File: src/rtl/fifo_uart_pkg.sv
// Shared state encoding and default frame parameters for the FIFO-fed UART transmitter.
package fifo_uart_pkg;

    localparam int DEF_WIDTH        = 8;
    localparam int DEF_CLKS_PER_BIT = 16;
    localparam int DEF_STOP_BITS    = 1;

    typedef enum logic [2:0] {
        IDLE,
        FETCH,
        START,
        DATA,
        STOP
    } state_t;

endpackage

File: src/rtl/uart_baud_cnt.sv
// Bit-period timer: counts 0..CLKS_PER_BIT-1 while enabled, pulses tick on the last count.
module uart_baud_cnt
    import fifo_uart_pkg::*;
#(
    parameter int CLKS_PER_BIT = DEF_CLKS_PER_BIT
) (
    input  logic clk,
    input  logic rst,
    input  logic clr,
    input  logic en,
    output logic tick
);

    localparam int CNT_W = $clog2(CLKS_PER_BIT);
    localparam logic [CNT_W-1:0] LAST = CNT_W'(CLKS_PER_BIT - 1);

    logic [CNT_W-1:0] cnt;

    assign tick = en && (cnt == LAST);

    always_ff @(posedge clk or negedge rst) begin
        if (!rst) begin
            cnt <= '0;
        end else if (clr || tick) begin
            cnt <= '0;
        end else if (en) begin
            cnt <= cnt + 1'b1;
        end
    end

endmodule

File: src/rtl/fifo_uart_tx.sv
// UART transmitter that pulls words from a FIFO with variable read latency and
// serialises them as start + LSB-first data + stop bits.
module fifo_uart_tx
    import fifo_uart_pkg::*;
#(
    parameter int WIDTH        = DEF_WIDTH,
    parameter int CLKS_PER_BIT = DEF_CLKS_PER_BIT,
    parameter int STOP_BITS    = DEF_STOP_BITS
) (
    input  logic             clk,
    input  logic             rst,
    input  logic             enable,
    input  logic [WIDTH-1:0] fifo_data,
    input  logic             fifo_valid,
    input  logic             fifo_empty,
    output logic             fifo_rd_en,
    output logic             tx,
    output logic             busy,
    output logic             tx_done,
    output logic [15:0]      frame_cnt
);

    localparam int IDX_W = (WIDTH > 1) ? $clog2(WIDTH) : 1;
    localparam logic [IDX_W-1:0] LAST_DATA = IDX_W'(WIDTH - 1);
    localparam logic [IDX_W-1:0] LAST_STOP = IDX_W'(STOP_BITS - 1);

    state_t           state;
    state_t           state_nxt;
    logic [IDX_W-1:0] bit_idx;
    logic [WIDTH-1:0] shreg;
    logic [WIDTH-1:0] shreg_shift;
    logic             baud_en;
    logic             baud_tick;
    logic             state_chg;
    logic             frame_end;
    logic             tx_nxt;

    assign state_chg   = (state != state_nxt);
    assign baud_en     = (state == START) || (state == DATA) || (state == STOP);
    assign frame_end   = (state == STOP) && baud_tick && (bit_idx == LAST_STOP);
    assign shreg_shift = shreg >> 1;

    // Any state change restarts the bit period, so every phase starts at count 0.
    uart_baud_cnt #(
        .CLKS_PER_BIT(CLKS_PER_BIT)
    ) u_baud (
        .clk  (clk),
        .rst  (rst),
        .clr  (state_chg),
        .en   (baud_en),
        .tick (baud_tick)
    );

    always_ff @(posedge clk or negedge rst) begin
        if (!rst) begin
            state <= IDLE;
        end else begin
            state <= state_nxt;
        end
    end

    always_comb begin
        state_nxt = state;
        case (state)
            IDLE:    if (enable && !fifo_empty)                 state_nxt = FETCH;
            FETCH:   if (fifo_valid)                            state_nxt = START;
            START:   if (baud_tick)                             state_nxt = DATA;
            DATA:    if (baud_tick && (bit_idx == LAST_DATA))   state_nxt = STOP;
            STOP:    if (frame_end)                             state_nxt = IDLE;
            default:                                            state_nxt = IDLE;
        endcase
    end

    // tx is computed from the upcoming state and registered, so the line changes
    // exactly on the edge that enters each bit.
    always_comb begin
        busy    = (state != IDLE);
        tx_done = frame_end;
        case (state_nxt)
            START:   tx_nxt = 1'b0;
            DATA:    tx_nxt = ((state == DATA) && baud_tick) ? shreg_shift[0] : shreg[0];
            default: tx_nxt = 1'b1;
        endcase
    end

    always_ff @(posedge clk or negedge rst) begin
        if (!rst) begin
            tx         <= 1'b1;
            fifo_rd_en <= 1'b0;
            shreg      <= '0;
            bit_idx    <= '0;
            frame_cnt  <= '0;
        end else begin
            tx         <= tx_nxt;
            fifo_rd_en <= (state == IDLE) && (state_nxt == FETCH);

            if ((state == FETCH) && fifo_valid) begin
                shreg <= fifo_data;
            end else if ((state == DATA) && baud_tick) begin
                shreg <= shreg_shift;
            end

            // bit_idx indexes data bits in DATA and stop bits in STOP.
            if (state_chg) begin
                bit_idx <= '0;
            end else if (baud_tick) begin
                bit_idx <= bit_idx + 1'b1;
            end

            if (frame_end) begin
                frame_cnt <= frame_cnt + 16'd1;
            end
        end
    end

endmodule

File: config.mk
export PLATFORM = sky130hd
export DESIGN_NAME = fifo_uart_tx
export DESIGN_NICKNAME = d
export VERILOG_FILES = /design/src/rtl/fifo_uart_pkg.sv /design/src/rtl/uart_baud_cnt.sv /design/src/rtl/fifo_uart_tx.sv
export SDC_FILE = /design/constraint.sdc
export NUM_CORES = 1
export LEC_CHECK = 0
export ABC_AREA = 1
export CAP_MARGIN = 20
export CORE_MARGIN = 2
export CORE_UTILIZATION = 35
export DETAILED_ROUTE_END_ITERATION = 10
export PLACE_DENSITY = 0.63
export REMOVE_ABC_BUFFERS = 1
export SYNTH_ARGS = -nofsm -noshare
export SYNTH_HDL_FRONTEND = slang
export SYNTH_SLANG_ARGS = --single-unit
File: constraint.sdc
create_clock -name clk -period 1.6 [get_ports clk]
set_input_delay 0.24 -clock clk [delete_from_list [all_inputs] [get_ports clk]]
set_output_delay 0.24 -clock clk [all_outputs]
set_load 0.005 [all_outputs]
Yosys cells after proc, flatten, opt, wreduce, memory -nomap -nowiden
Index checks and enable logic that the tools add are counted.

Register bits after elaboration: 36. Latch bits: 0. Bits in writable memories: 0. ROM bits: 0. Bits of input ports: 13. Output and inout bits: 20. Word-level logic and storage cells: 52. Memories: 0.

Add/subtract/negate cells: 3. $mul: 0. Div/mod/pow operators: 0. Magnitude comparators: 0. Eq/ne operators: 10. Shift-type cells: 0. Multiplexer cells: 14. Bitwise gates (word level): 0. Reduce and logical (&&, ||, !) cells: 18.

Operators with widths (count): two-way mux 3 bit (7); adder 16 x 1 -> 16 bit (second input constant) (1); two-way mux 8 bit (2); one-hot mux 3 bit (5 select lines) (1); == test 3 x 2 -> 1 bit (second input constant) (4); logical AND 1 bit (8); two-way mux 4 bit (2); == test 3 x 1 -> 1 bit (second input constant) (2); == test 3 bit (second input constant) (2); logical NOT 3 bit (2); nonzero test 2 bit (3); adder 4 x 1 -> 4 bit (second input constant) (1); == test 4 bit (second input constant) (1); adder 3 x 1 -> 3 bit (second input constant) (1); logical OR 1 bit (3); inequality test 3 bit (1); nonzero test 3 bit (1); one-hot mux 1 bit (2 select lines) (1); logical NOT 1 bit (1); two-way mux 1 bit (1).

Logic depth before layout (Yosys ltp)
Depth after elaboration: 11. Gate-level depth with buffers: 11. Gate-level depth less buffers: 11.

Hierarchy
Synthesis repeated with hierarchy kept, for this count alone.

Cell total of the unflattened synthesis: 254. Area total of the unflattened synthesis: 2006.9 µm².

Modules (own cells, without submodules): fifo_uart_tx (times used 1, cells each 225, area an instance 1788.0 µm², seq. area each 802.0 µm²); uart_baud_cnt (times used 1, cells each 29, area an instance 219.0 µm², seq. area each 100.1 µm²).

Worst setup path after synthesis
Ideal clock, no wire load.

Path type: reg-to-reg. From: register u_baud.cnt[0]. To: register frame_cnt[15]. Setup time: 0.079 ns. Data arrival time: 1.484 ns. Data required time: 1.521 ns. Slack: 0.036 ns. Stages on the path, launching flop included: 11. Buffers on the path: 0. Clock period less this slack: 1.564 ns. Cells stage by stage: dfrtp_1 -> ha_1 -> nand3_4 -> nor2_8 -> nand2_8 -> nor2_8 -> nand2_4 -> nor2_4 -> nand2_2 -> nor2_2 -> xor2_1.

Cells in the longest elaborated chain, start to end: 4.

RTL lines: from (decl) (RTL line uart_baud_cnt.sv:17) `logic [CNT_W-1:0] cnt;`; from (signal assigned) (RTL line uart_baud_cnt.sv:27) `cnt <= cnt + 1'b1;`; == test 4 bit (RTL line uart_baud_cnt.sv:19) `assign tick = en && (cnt == LAST);`; logical AND 1 bit (RTL line uart_baud_cnt.sv:19); logical AND 1 bit (2 in a row) (RTL line fifo_uart_tx.sv:40) `assign frame_end = (state == STOP) && baud_tick && (bit_idx == LAST_STOP);`; to (signal assigned) (RTL line fifo_uart_tx.sv:111) `frame_cnt <= frame_cnt + 16'd1;`; to (decl) (RTL line fifo_uart_tx.sv:20) `output logic [15:0] frame_cnt`.

Every way passes these cells. A chain may end at the register's enable or synchronous reset.

Worst setup path after layout
From: register u_baud.cnt[1]. To: output tx_done.

Cells in the longest elaborated chain, start to end: 4.

RTL lines: == test 4 bit (RTL line uart_baud_cnt.sv:19); logical AND 1 bit (RTL line uart_baud_cnt.sv:19); logical AND 1 bit (2 in a row) (RTL line fifo_uart_tx.sv:40); to (decl) (RTL line fifo_uart_tx.sv:19) `output logic tx_done,`.

Every way passes these cells.

==> impl_summary.log <==
INFO  metric outcome = complete, but fails checks
INFO  metric failing_checks = setup timing
INFO  metric die_area = between 6000 and 7000 µm²
INFO  metric static-leakage-power = 1.46 nW
INFO  metric postLayoutSetupSlackWorst = -57.7 ps
INFO  metric groute.usage.overall = between 10 and 15%
INFO  metric ant_nets = 0
INFO  metric route.detailed.drc = 0
INFO  metric chip_width = approximately 78 µm
INFO  metric finish.net_count = between 200 and 300
INFO  metric cpPeakStageDelay = 400 ps
INFO  metric dp_hpwl = 2600 µm
INFO  metric mappedNetlistArea = between 1500 and 2000 µm²
INFO  metric timing.max_slew.rel_slack = 84.1%
INFO  metric count_of_final_max_slew_check_failures = 0
INFO  metric fillCellCount = approximately 470
INFO  metric worst_skew_pair.late_latency = 290 ps
INFO  metric yosys_warnings = 0
INFO  metric period_minus_slack = 1660 ps
INFO  metric detailed_routed_wire_length_on_met3 = 146 µm
INFO  metric critPathKind = flip-flop to output port
INFO  metric row_count = 26
INFO  metric dieHeight = between 70 and 80 µm
INFO  metric cp-start-kind = flip-flop
INFO  metric seqCellArea = between 900 and 1000 µm²
INFO  metric grt_antenna_before_repair = 0
INFO  metric critical_path_required = around 1400 ps
INFO  metric detailroute.via_count = 1527
INFO  metric drt-vias-per-instance = 4.46
INFO  metric io-pin-count = 33
INFO  metric first_global_vias = 1490
INFO  metric maxClockFrequency = 603 MHz
INFO  metric dp.cells = between 300 and 400
INFO  metric drive_gt1_share = 33.1%
INFO  metric antenna_cells = 0
INFO  metric layout.cells.non_filler = 342
INFO  metric synthCells = 201
INFO  metric grt_setup_unrepaired = yes
INFO  metric layout_area_growth_over_synthesis = 45.6%
INFO  metric detailroute.wirelength.met2 = 1820 µm
INFO  metric stdcell_area = 2770 µm²
INFO  metric timing.critical_path.cells = ha_4, nand3_4, nor2_8, nand2_8, buf_4, inv_2, buf_6
INFO  metric drt_first_iter_violations = 43
INFO  metric portBuffers = 32
INFO  metric drv_cap = 0
INFO  metric clock_tree.htree_level_count = 2
INFO  metric clk_pin_slew = ~70 ps
INFO  metric gp_congestion = 0.800
INFO  metric critical_path.endpoint_type = output port
INFO  metric synth_cell_types = 27
INFO  metric hold_class = input port to asynchronous set/reset pin
INFO  metric skew = 5.83 ps
INFO  metric ir_drop = 0.000469 V
INFO  metric multi_input_comb_area = 977 µm²
INFO  metric cp.arrival = 1420 ps
INFO  metric grt_pass1_wl = 6590 µm
INFO  metric finalSetupViolations = 8
INFO  metric maximum_number_of_pins_on_one_net_before_global_route_repair = 37
INFO  metric final-hold-violation-count = 0
INFO  metric cts_hold_repair.buffers = 0
INFO  metric tritoncts_clock_tree = done
INFO  metric timing_worst_slew_pin_value = 237 ps
INFO  metric routed_wirelength = 3750 µm
INFO  metric leading_cell_type_in_the_layout_fill_and_taps_excluded = dfrtp_1
INFO  metric cp_max_fo = 4
INFO  metric power_per_cell_area = 588 nW/µm²
INFO  metric dpl-instance-area = 2520 µm²
INFO  metric postSynthRegisterBits = 36
INFO  metric routed_met1_length = 1720 µm
INFO  metric overflow = 0
INFO  metric initial_standard_cell_utilization_of_the_core = 36.8%
INFO  metric clkSinkCount = 36
INFO  metric final_min_period_over_clock_period = 104%
INFO  metric final_core_util = 53.5%
INFO  metric ys_seq_area_share = 47.4%
INFO  metric drt-pass1-iter-count = 4
INFO  metric worst_path_max_delay_cell = dfrtp_1
INFO  metric cts_made_buffers = 5
INFO  metric fin_hold_ws = roughly 320 ps
INFO  metric wl_per_cell = 11.0 µm
INFO  metric highest_layer = met4
INFO  metric maximum_clock_path_buffer_count = 2
INFO  metric placeableCoreArea = between 5000 and 6000 µm²
INFO  metric most-common-layout-cells = 33 x dfrtp_1, 30 x clkdlybuf4s50_1, 29 x nand2_1, 26 x buf_4, 21 x inv_1
INFO  metric synth.avg_cell_area = around 9.5 µm²
INFO  metric clockRootBuffer = clkbuf_8
-- per-stage QoR --
stage	power, W	setup TNS, ps	setup slack (ps)
CTS	0.00167	-329	-64.7
floorplan	0.000929	0	36.4
finish	0.00163	-225	-57.7
global route	0.00171	-1850	-157
detailed placement	0.000982	-760	-105
global placement	0.000982	-348	-72.7
-- synth_stat cells --
master / instances / area (µm²)
xnor2_1: 9 / 78.8
dfstp_2: 1 / 26.3
nand4_1: 6 / 37.5
o21ai_2: 2 / 17.5
nand3_4: 1 / 17.5
nand2_8: 1 / 20.0
o21ai_0: 20 / 100
clkbuf_1: 1 / 3.75
inv_2: 2 / 7.51
or2_2: 1 / 6.26
nor2_8: 3 / 60.1
nor3_1: 1 / 5.00
a21oi_1: 1 / 5.00
nand2_1: 34 / 128
nor2_2: 3 / 18.8
nand2_4: 4 / 45.0
nand3_2: 1 / 10.0
nor2_4: 5 / 56.3
xor2_1: 7 / 61.3
nand3_1: 17 / 85.1
dfrtp_1: 35 / 876
o21ai_1: 2 / 10.0
inv_1: 26 / 97.6
a21oi_2: 1 / 8.76
nand2_2: 5 / 31.3
nor2_1: 7 / 26.3
ha_1: 5 / 62.6
-- cell type report --
type	count	area share [%]
well taps	70	3.16
clock buffers	8	3.25
repair buffers	64	21.7
multi-input cells	136	35.3
flip-flops and latches	36	32.7
inverters	28	3.89
-- registers in the layout, summed over array words and instances, names as in the netlist --
| register | count |
|---|---|
| frame_cnt | 16 |
| shreg | 8 |
| u_baud.cnt | 4 |
| bit_idx | 3 |
| state | 3 |
| fifo_rd_en | 1 |
| tx | 1 |
-- cell families after synthesis --
group,synth area share (%)
fa+ha+maj,3.29
flops,47.4
buf+inv,5.72
xor+xnor,7.37
compound gates,7.43
simple gates,28.8
-- worst paths after layout --
check / cells past startpoint / end / slack (ps) / start
setup / recovery: 7 / tx_done / -60 / u_baud.cnt[1]
hold / removal: 2 / frame_cnt[3] / 320 / rst
setup reg to reg: 11 / frame_cnt[12] / -50 / u_baud.cnt[1]
hold reg to reg: 1 / frame_cnt[15] / 470 / frame_cnt[15]
max in group asynchronous: 2 / tx / 1020 / rst
min in group clk: 1 / frame_cnt[15] / 470 / frame_cnt[15]
-- where the power goes --
group          total [W]  internal [W]  switching [W]
combinational  0.0000533     0.0000309      0.0000225
clock           0.000666      0.000351       0.000315
sequential      0.000910      0.000910              0
total            0.00163       0.00129       0.000337
-- repair_timing --
action                                  in CTS  in global routing
endpoints found under the setup margin      16                 28
setup buffers                                6                  3
pin swaps                                    7                  6
gates resized for setup                     26                 12
gates cloned                                 0                  0
-- worst max-delay path: cells and delay by family, from the launching register on --
family | cells | cell delay (ps)
AND/OR/NAND/NOR | 3 | 300
flip-flops | 1 | 400
buffers and inverters | 3 | 260
adder cells (fa/ha/maj) | 1 | 160
-- layer usage --
layer / global-route usage [%] / vias up
met5: 0 / -
met4: 6.43 / 0
met3: 3.37 / 5
met2: 21.8 / 28
met1: 17.9 / 709
li1: - / 785
Power figures use the tool's default switching activity.
